--- config.mk ---
export PLATFORM = sky130hd
export DESIGN_NAME = lut_rd_ctrl_flat
export DESIGN_NICKNAME = d
export VERILOG_FILES = /design/src/rtl/lut_rd_ctrl_if.sv /design/src/rtl/lut_rd_ctrl.sv /design/src/flat_wrapper.sv
export SDC_FILE = /design/constraint.sdc
export NUM_CORES = 1
export LEC_CHECK = 0
export ABC_CLOCK_PERIOD_IN_PS = 4100
export BUFFER_PORTS_ARGS = -buffer_cell sky130_fd_sc_hd__buf_2
export CAP_MARGIN = 20
export CORE_MARGIN = 2
export CORE_UTILIZATION = 56
export DETAILED_ROUTE_END_ITERATION = 10
export GPL_TIMING_DRIVEN = 0
export PLACE_DENSITY = 0.9
export SYNTH_ARGS = -nofsm -noshare
export SYNTH_HDL_FRONTEND = slang
export SYNTH_SLANG_ARGS = --single-unit
--- constraint.sdc ---
create_clock -name clk -period 4.1 [get_ports clk]
set_clock_uncertainty 0.2 [all_clocks]
set_input_delay 0.615 -clock clk [delete_from_list [all_inputs] [get_ports clk]]
set_output_delay 0.615 -clock clk [all_outputs]
set_load 0.05 [all_outputs]
--- src/rtl/lut_rd_ctrl_if.sv ---
// Request/response stream bundle for the LUT read controller.
// The slave side is the controller; the master side issues lookups and consumes results.
interface lut_rd_ctrl_if #(
  parameter int ADDR_WIDTH = 10,
  parameter int DATA_WIDTH = 32
);
  logic                  req_valid;
  logic                  req_ready;
  logic [ADDR_WIDTH-1:0] req_addr;
  logic                  rsp_valid;
  logic                  rsp_ready;
  logic [DATA_WIDTH-1:0] rsp_data;

  modport master (
    output req_valid, req_addr, rsp_ready,
    input  req_ready, rsp_valid, rsp_data
  );

  modport slave (
    input  req_valid, req_addr, rsp_ready,
    output req_ready, rsp_valid, rsp_data
  );
endinterface

--- src/rtl/lut_rd_ctrl.sv ---
// Read-side initiator for a fixed-latency LUT ROM: issues addresses, tracks in-flight
// reads and buffers results in a first-word-fall-through FIFO under credit flow control.
module lut_rd_ctrl #(
  parameter int ADDR_WIDTH = 10,
  parameter int DATA_WIDTH = 32,
  parameter int RD_LATENCY = 1,
  parameter int FIFO_DEPTH = 4
) (
  input  logic                  clk,
  input  logic                  rst,
  lut_rd_ctrl_if.slave          bus,
  output logic [ADDR_WIDTH-1:0] rom_addr_o,
  output logic                  rom_clk_en_o,
  output logic                  rom_addr_strobe_o,
  output logic                  rom_rd_oce_o,
  input  logic [DATA_WIDTH-1:0] rom_rd_data_i,
  output logic                  busy_o
);

  localparam int PTR_W = $clog2(FIFO_DEPTH);
  localparam int CNT_W = PTR_W + 1;

  if (!(RD_LATENCY == 1 || RD_LATENCY == 2) || (FIFO_DEPTH < RD_LATENCY + 1) ||
      ((FIFO_DEPTH & (FIFO_DEPTH - 1)) != 0)) begin : g_bad_params
    $error("lut_rd_ctrl: illegal RD_LATENCY/FIFO_DEPTH combination");
  end

  logic                  ready_en_q;
  logic [RD_LATENCY-1:0] pipe_q, pipe_d;
  logic [ADDR_WIDTH-1:0] addr_q, addr_d;
  logic [PTR_W-1:0]      wr_ptr_q, wr_ptr_d;
  logic [PTR_W-1:0]      rd_ptr_q, rd_ptr_d;
  logic [CNT_W-1:0]      cnt_q, cnt_d;
  logic [DATA_WIDTH-1:0] mem_q [FIFO_DEPTH];

  logic [CNT_W-1:0]      inflight_cnt;
  logic [CNT_W:0]        credit_used;
  logic                  req_ready, rsp_valid, fire, push, pop;

  // Credits cover both reads still in the ROM pipe and buffered results, so every
  // accepted lookup already owns a FIFO slot and the ROM never has to stall.
  always_comb begin
    inflight_cnt = '0;
    for (int i = 0; i < RD_LATENCY; i++) begin
      inflight_cnt = inflight_cnt + CNT_W'(pipe_q[i]);
    end
    credit_used = {1'b0, inflight_cnt} + {1'b0, cnt_q};
    req_ready   = ready_en_q && (credit_used < (CNT_W+1)'(FIFO_DEPTH));
    rsp_valid   = (cnt_q != '0);
    fire        = bus.req_valid && req_ready;
    push        = pipe_q[RD_LATENCY-1];
    pop         = rsp_valid && bus.rsp_ready;
  end

  always_comb begin
    pipe_d   = RD_LATENCY'({pipe_q, fire});
    addr_d   = fire ? bus.req_addr : addr_q;
    wr_ptr_d = wr_ptr_q + PTR_W'(push);
    rd_ptr_d = rd_ptr_q + PTR_W'(pop);
    cnt_d    = cnt_q + CNT_W'(push) - CNT_W'(pop);
  end

  always_ff @(posedge clk or posedge rst) begin
    if (rst) begin
      ready_en_q <= 1'b0;
      pipe_q     <= '0;
      addr_q     <= '0;
      wr_ptr_q   <= '0;
      rd_ptr_q   <= '0;
      cnt_q      <= '0;
    end else begin
      ready_en_q <= 1'b1;
      pipe_q     <= pipe_d;
      addr_q     <= addr_d;
      wr_ptr_q   <= wr_ptr_d;
      rd_ptr_q   <= rd_ptr_d;
      cnt_q      <= cnt_d;
    end
  end

  always_ff @(posedge clk) begin
    if (push) begin
      mem_q[wr_ptr_q] <= rom_rd_data_i;
    end
  end

  assign bus.req_ready     = req_ready;
  assign bus.rsp_valid     = rsp_valid;
  assign bus.rsp_data      = rsp_valid ? mem_q[rd_ptr_q] : '0;
  assign rom_addr_o        = addr_d;
  assign rom_clk_en_o      = 1'b1;
  assign rom_addr_strobe_o = 1'b0;
  assign rom_rd_oce_o      = 1'b1;
  assign busy_o            = (inflight_cnt != '0) || (cnt_q != '0);

endmodule

--- src/flat_wrapper.sv ---
// flat-port wrapper written by rule: the top's interface ports become plain ports
module lut_rd_ctrl_flat 
#(
  parameter int ADDR_WIDTH = 10,
  parameter int DATA_WIDTH = 32,
  parameter int RD_LATENCY = 1,
  parameter int FIFO_DEPTH = 4
)
  (clk, rst, rom_addr_o, rom_clk_en_o, rom_addr_strobe_o, rom_rd_oce_o, rom_rd_data_i, busy_o, bus_req_valid, bus_req_addr, bus_rsp_ready, bus_req_ready, bus_rsp_valid, bus_rsp_data);
  lut_rd_ctrl_if #(.ADDR_WIDTH(ADDR_WIDTH), .DATA_WIDTH(DATA_WIDTH)) bus_i ();
  input  logic clk;
  input  logic rst;
  output logic [ADDR_WIDTH-1:0] rom_addr_o;
  output logic rom_clk_en_o;
  output logic rom_addr_strobe_o;
  output logic rom_rd_oce_o;
  input  logic [DATA_WIDTH-1:0] rom_rd_data_i;
  output logic busy_o;
  input wire logic [$bits(bus_i.req_valid)-1:0] bus_req_valid;
  input wire logic [$bits(bus_i.req_addr)-1:0] bus_req_addr;
  input wire logic [$bits(bus_i.rsp_ready)-1:0] bus_rsp_ready;
  output wire logic [$bits(bus_i.req_ready)-1:0] bus_req_ready;
  output wire logic [$bits(bus_i.rsp_valid)-1:0] bus_rsp_valid;
  output wire logic [$bits(bus_i.rsp_data)-1:0] bus_rsp_data;
  assign bus_i.req_valid = bus_req_valid;
  assign bus_i.req_addr = bus_req_addr;
  assign bus_i.rsp_ready = bus_rsp_ready;
  assign bus_req_ready = bus_i.req_ready;
  assign bus_rsp_valid = bus_i.rsp_valid;
  assign bus_rsp_data = bus_i.rsp_data;
  lut_rd_ctrl #(.ADDR_WIDTH(ADDR_WIDTH), .DATA_WIDTH(DATA_WIDTH), .RD_LATENCY(RD_LATENCY), .FIFO_DEPTH(FIFO_DEPTH)) u_core (.clk(clk), .rst(rst), .bus(bus_i), .rom_addr_o(rom_addr_o), .rom_clk_en_o(rom_clk_en_o), .rom_addr_strobe_o(rom_addr_strobe_o), .rom_rd_oce_o(rom_rd_oce_o), .rom_rd_data_i(rom_rd_data_i), .busy_o(busy_o));
endmodule
==> summary.md, run 1 <==
| Metric | Value |
|---|---|
| Worst slew pin tran | 893 ps |
| Critical Path AT | 2510 ps |
| Nets | 433 |
| RD Place Congestion | 0.679 |
| Die area | 11100 sq um |
| Root buffer cell | clkbuf_8 |
| Htree depth | 4 |
| Mean post-synth cell area | 21.5 sq um |
| Most frequent cells in the layout | 128 x edfxtp_1, 93 x buf_2, 32 x and2_1 |
| Multi-input gate area | 1320 sq um |
| Clock transition at path regs | 60 ps |
| First-pass GRT wire length | 15.4 mm |
| Post-CTS setup buffers | 0 |
| Syn Std Cell Area | 5760 sq um |
| Startpoint types | flip-flop |
| Syn Inst Count | 268 |
| CTS Buf Count | 17 |
| Sequential fraction of the synthesis area | 75.0% |
| Boundary pin count | 94 |
| Tot Pwr | 5.80 mW |
| Core outline area | 10100 sq um |
| Crit path capture type | output pin |
| HP Class | input pin to asynchronous set/reset pin |
| Peak supply drop | 532 uV |
| Initial antenna violation count | 0 |
| Vias | 2858 |
| Gr usage total | 19.1% |
| Pwr Density | 824 nW/um^2 |
| Critical path cell sequence | ha_1, and4b_1, mux2i_1, nor2_1, buf_6, mux2_4, buf_2 |
| Pleak | 2.62 nW |
| Yosys cell types | 29 |
| CTS max path bufs | 2 |
| Final hold vios | 0 |
| Max Freq | 301 MHz |
| Final min period | 3320 ps |
| DP HPWL | 6.26 mm |
| Antenna-violating nets left | 0 |
| Vias/cell | 5.38 |
| CP max FO | 10 |
| Input/output buffers | 90 |
| CTS tree | built |
| WL per Instance | 18.3 um |
| Most common cell after layout, fill and taps aside | edfxtp_1 |
| Grt total ovfl | 0 |
| Area contributors post-synth | edfxtp_1 67%, mux4_2 9.8%, dfrtp_1 8.3%, and2_1 3.5%, mux4_1 3.2% |
| Synth warnings | 0 |
| Slew Limit Headroom | 40.2% |
| Core Util, Final | 69.5% |
| Largest net degree at the start of global routing | 33 |
| Std-Cell Rows | 37 |
| Fillers | 644 |
| Wirelength, routed | 9.74 mm |
| Chip height | 105 um |
| Crit-path slowest cell | dfrtp_1 |
| Slew Viols, Final | 0 |
| Share of cells above drive strength 1 | 45.1% |
| Area share of the largest cell type after synthesis | 66.8% |
| RSZ-0062 raised after global routing | no |
| Drt drc | 0 |
| Clock network latency to the later pin of the worst-skew pair | 510 ps |
| Cells resized by post-CTS repair | 0 |
| Flop and latch count out of synthesis | 147 |
| Diode count | 0 |
| Final period utilization | 81.0% |
| Vias in the first global route | 3026 |
| Hold buffers post-CTS | 0 |
| Outcome | finished clean |
| Chip width | 105 um |
| Starting Density | 56.8% |
| Finish-stage setup viols | 0 |
| Area Growth Syn to Fin | 22.3% |
| Top cell type by total area after synthesis | edfxtp_1 |
| Clock sinks | 147 |
| Drt pass-1 iters | 5 |
| Register area | 4320 sq um |
| WS Path Type | flip-flop to output pin |
| DR iter-0 viols | 128 |
| Worst EP required | 3280 ps |
| CP peak stage delay | 450 ps |
| Max capacitance violation total | 0 |
-- critical path: cells and delay by family, from the launching register on --
kind,cells,cell delay (ps)
DFF,1,450
adders and majority gates,1,250
and+or+nand+nor,2,450
muxes,2,430
buffers and inverters,2,410
-- metal layers --
layer | share of wire, % | GRT usage (%)
met2 | 51 | 31.6
met3 | 5.1 | 5.81
met1 | 43 | 23.7
met4 | 1.1 | 7.43
met5 | 0 | 0
-- registers in the layout (all words and copies together) (netlist names) --
name               count
u_core.pipe_q          1
u_core.cnt_q           3
u_core.ready_en_q      1
u_core.addr_q         10
u_core.mem_q         128
u_core.rd_ptr_q        2
u_core.wr_ptr_q        2
-- synth_stat cells --
cell type and n:
edfxtp_1 128, and2_1 32, mux4_2 25, dfrtp_1 19
mux2_4 9, mux4_1 7, buf_6 6, clkbuf_1 5
buf_2 3, buf_4 3, ha_1 3, inv_1 3
nand2_1 3, nor2_1 3, xnor2_1 3, conb_1 2
xor2_1 2, and2b_2 1, and3_2 1, and3b_2 1
and4b_1 1, fa_1 1, mux2_2 1, mux2i_1 1
nand3_1 1, nor3b_1 1, o211ai_1 1, or2_2 1
or3_1 1
-- where the power goes --
group	internal, mW	switching (mW)
clock	0.919	0.568
combinational	0.798	1.61
sequential	1.83	0.0769
total	3.54	2.26
-- cell families (layout without fill, tap and decap cells) --
family | after synthesis | in the layout | share of synthesized area [%]
muxes | 43 | 43 | 15.7
xor gates and xnor gates | 5 | 5 | 0.761
buffers and inverters | 20 | 145 | 2.35
DFF | 147 | 147 | 75.0
adders and majority gates | 4 | 4 | 1.00
and+or+nand+nor | 46 | 46 | 4.93
other | 2 | 4 | 0.130
AOI/OAI and AO/OA | 1 | 1 | 0.130
-- stage by stage --
stage               setup TNS [ps]  cells  area [sq um]  hold WS (ps)  setup WS [ps]
global route                     0    531          7040          67.7            695
floorplan                        0    270          5770           287            594
finish                           0    531          7040          14.5            779
detailed placement               0    500          6460           280           1330
global placement            -42950    496          6390           280          -1340
CTS                              0    531          7040          20.2            758
-- path summary, 6_finish.rpt --
kind | cells after the start | slack (ps) | startpoint | endpoint
max in group asynchronous | 2 | 3220 | rst | u_core.rd_ptr_q[1]$_DFF_PP0_
min in group clk | 1 | 120 | rom_rd_data_i[30] | u_core.mem_q[2][30]$_DFFE_PP_
min | 2 | 10 | rst | u_core.addr_q[6]$_DFF_PP0_
max | 7 | 780 | u_core.cnt_q[1]$_DFF_PP0_ | rom_addr_o[4]
min reg2reg | 1 | 290 | u_core.addr_q[6]$_DFF_PP0_ | u_core.addr_q[6]$_DFF_PP0_
max reg2reg | 8 | 1620 | u_core.cnt_q[1]$_DFF_PP0_ | u_core.cnt_q[2]$_DFF_PP0_
-- area by class of cell --
cell class / instances / share of cell area (%)
Buffer: 17 / 1.76
Inverter: 3 / 0.160
Sequential cell: 147 / 61.3
Multi-Input combinational cell: 103 / 18.8
Clock buffer: 17 / 5.88
Clock inverter: 14 / 2.33
Tap cell: 136 / 2.42
Timing Repair Buffer: 94 / 7.32
Note: power is estimated with default switching activity, not from simulation.
==> run 2: changes to the inputs <==
ABC_CLOCK_PERIOD_IN_PS = 3350   (was 4100)
clock period = 3.35 ns   (was 4.1 ns; I/O delays follow)
==> summary.md, run 2 (synthesized netlist as in run 1, its figures left out) <==
| Metric | Value |
|---|---|
| Outcome | finished clean |
| Register area | 4320 sq um |
| Worst slew pin tran | 881 ps |
| Core outline area | 10100 sq um |
| Final hold vios | 0 |
| CTS max path bufs | 2 |
| Nets | 463 |
| Vias/cell | 5.27 |
| Startpoint types | flip-flop |
| Clock sinks | 147 |
| Sequential Power Share | 31.9% |
| Clock network latency to the later pin of the worst-skew pair | 520 ps |
| Peak supply drop | 813 uV |
| Max Freq | 313 MHz |
| Most common cell after layout, fill and taps aside | edfxtp_1 |
| Grt total ovfl | 0 |
| TNS Setup | 0 ps |
| Max capacitance violation total | 0 |
| Std-Cell Rows | 37 |
| RD Place Congestion | 0.674 |
| Core Util, Final | 72.9% |
| Clock network fraction of total power | 27.3% |
| HP Class | input pin to flip-flop |
| Antenna-violating nets left | 0 |
| CP max FO | 10 |
| Drt pass-1 iters | 4 |
| Chip height | 105 um |
| Hold WS | 24.7 ps |
| Hold EP | u_core.mem_q[1][12]$_DFFE_PP_ |
| Htree depth | 4 |
| Final min period | 3190 ps |
| CTS tree | built |
| Crit-path slowest cell | dfrtp_1 |
| Multi-input gate area | 1330 sq um |
| CP peak stage delay | 450 ps |
| Starting Density | 56.8% |
| Hold_sp | rom_rd_data_i[12] |
| FF-to-FF End | u_core.cnt_q[2]$_DFF_PP0_ |
| Finish-stage setup viols | 0 |
| Critical path cell sequence | ha_1, and4b_1, mux2i_1, nor2_2, buf_6, mux2_4, buf_2 |
| WS Path Type | flip-flop to output pin |
| Clock transition at path regs | 60 ps |
| R2R depth | 8 |
| Share of cells above drive strength 1 | 41.3% |
| Pwr Density | 990 nW/um^2 |
| Switching Power | 2.80 mW |
| Pre-CTS WS | 686 ps |
| Vias | 2961 |
| Int Pwr | 4.52 mW |
| Reg-to-Reg Start | u_core.cnt_q[1]$_DFF_PP0_ |
| Crit path capture type | output pin |
| Critical Path AT | 2490 ps |
| Switch share | 38.2% |
| Die area | 11100 sq um |
| Largest regs | u_core.mem_q: 128 flops, u_core.addr_q: 10 flops, u_core.cnt_q: 3 flops |
| Post-CTS setup buffers | 0 |
| Worst Hold Depth | 1 |
| Area Growth Syn to Fin | 28.4% |
| Vias in the first global route | 3130 |
| Pleak | 2.77 nW |
| Crit path buffers/inverters | 2 |
| Max reg flops | 128 |
| Root buffer cell | clkbuf_8 |
| DP HPWL | 6.35 mm |
| First-pass GRT wire length | 16.6 mm |
| Drt drc | 0 |
| RSZ-0062 raised after global routing | no |
| Gr usage total | 20.7% |
| Slew Limit Headroom | 41.3% |
| Top Family by Delay on Critical Path | flip-flops |
| Most frequent cells in the layout | 128 x edfxtp_1, 93 x buf_2, 32 x and2_1 |
| Chip width | 105 um |
| Input/output buffers | 90 |
| Reg with most FFs | u_core.mem_q |
| CTS Buf Count | 17 |
| Flop-to-flop setup slack | 880 ps |
| WL per Instance | 18.6 um |
| Worst EP required | 2650 ps |
| Comb pwr share | 40.8% |
| DR iter-0 viols | 142 |
| Boundary pin count | 94 |
| Post-route setup slack | 157 ps |
| Slew Viols, Final | 0 |
| Largest net degree at the start of global routing | 33 |
| Initial antenna violation count | 0 |
| Fillers | 617 |
| Final period utilization | 95.3% |
| Wirelength, routed | 10.5 mm |
| Diode count | 0 |
==> run 2: cell types whose count changed in the layout (fill, tap and decap cells not counted), moves of 2 or more <==
cell,before,now
clkinv_2,5,2
clkbuf_1,5,8
dlygate4sd3_1,0,31
bufinv_16,3,5
clkinvlp_4,3,1
buf_6,8,6
==> run 2: metrics by stage <==
step | total power [mW] | cell area [sq um] | std cells
detailed placement | 5.35 | 6450 | 499
global route | 7.63 | 7400 | 562
floorplan | 4.71 | 5770 | 270
CTS | 7.39 | 7370 | 560
global placement | 5.26 | 6390 | 496
finish | 7.32 | 7400 | 562
==> run 2: worst max-delay path by stage <==
stage	start	to	slack (ps)	cells after the start
global route	u_core.cnt_q[1]$_DFF_PP0_	rom_addr_o[2]	40	7
global placement	u_core.pipe_q$_DFF_PP0_	u_core.mem_q[1][13]$_DFFE_PP_	-170	3
CTS	u_core.cnt_q[1]$_DFF_PP0_	rom_addr_o[8]	100	7
detailed placement	u_core.cnt_q[1]$_DFF_PP0_	rom_addr_o[4]	690	7
floorplan	u_core.cnt_q[1]$_DFF_PP0_	bus_rsp_data[22]	810	4
finish	u_core.cnt_q[1]$_DFF_PP0_	rom_addr_o[8]	160	7
==> run 2: layer usage <==
layer  share of wire, %  vias up  global-route usage [%]
met5                  0        -                       0
met4                1.2        0                    7.14
met3                6.2       14                    6.37
met2                 51      113                    34.8
met1                 41     1490                    25.7
li1                   -     1344                       -
==> run 2: power groups by stage <==
| stage | sequential, mW | combinational (mW) | clock [mW] |
|---|---|---|---|
| 2_1_floorplan | 2.33 | 2.38 | 0 |
| 3_3_place_gp | 2.35 | 2.91 | 0 |
| 3_5_place_dp | 2.36 | 2.98 | 0 |
| 4_1_cts | 2.33 | 3.02 | 2.03 |
| 5_1_grt | 2.35 | 3.17 | 2.11 |
| 6_report | 2.33 | 2.99 | 2.00 |
==> run 2: layout make-up <==
type | count | share of cell area [%]
Sequential cell | 147 | 58.4
Tap cell | 136 | 2.30
Buffer | 17 | 1.67
Clock inverter | 12 | 2.74
Timing Repair Buffer | 124 | 11.0
Inverter | 3 | 0.152
Multi-Input combinational cell | 103 | 18.0
Clock buffer | 20 | 5.75
==> run 2: repair_timing <==
action                     4_1_cts  5_1_grt
resized for setup                0        1
hold endpoints to repair       131        3
hold buffers                    29        2
setup endpoints to repair        0        9
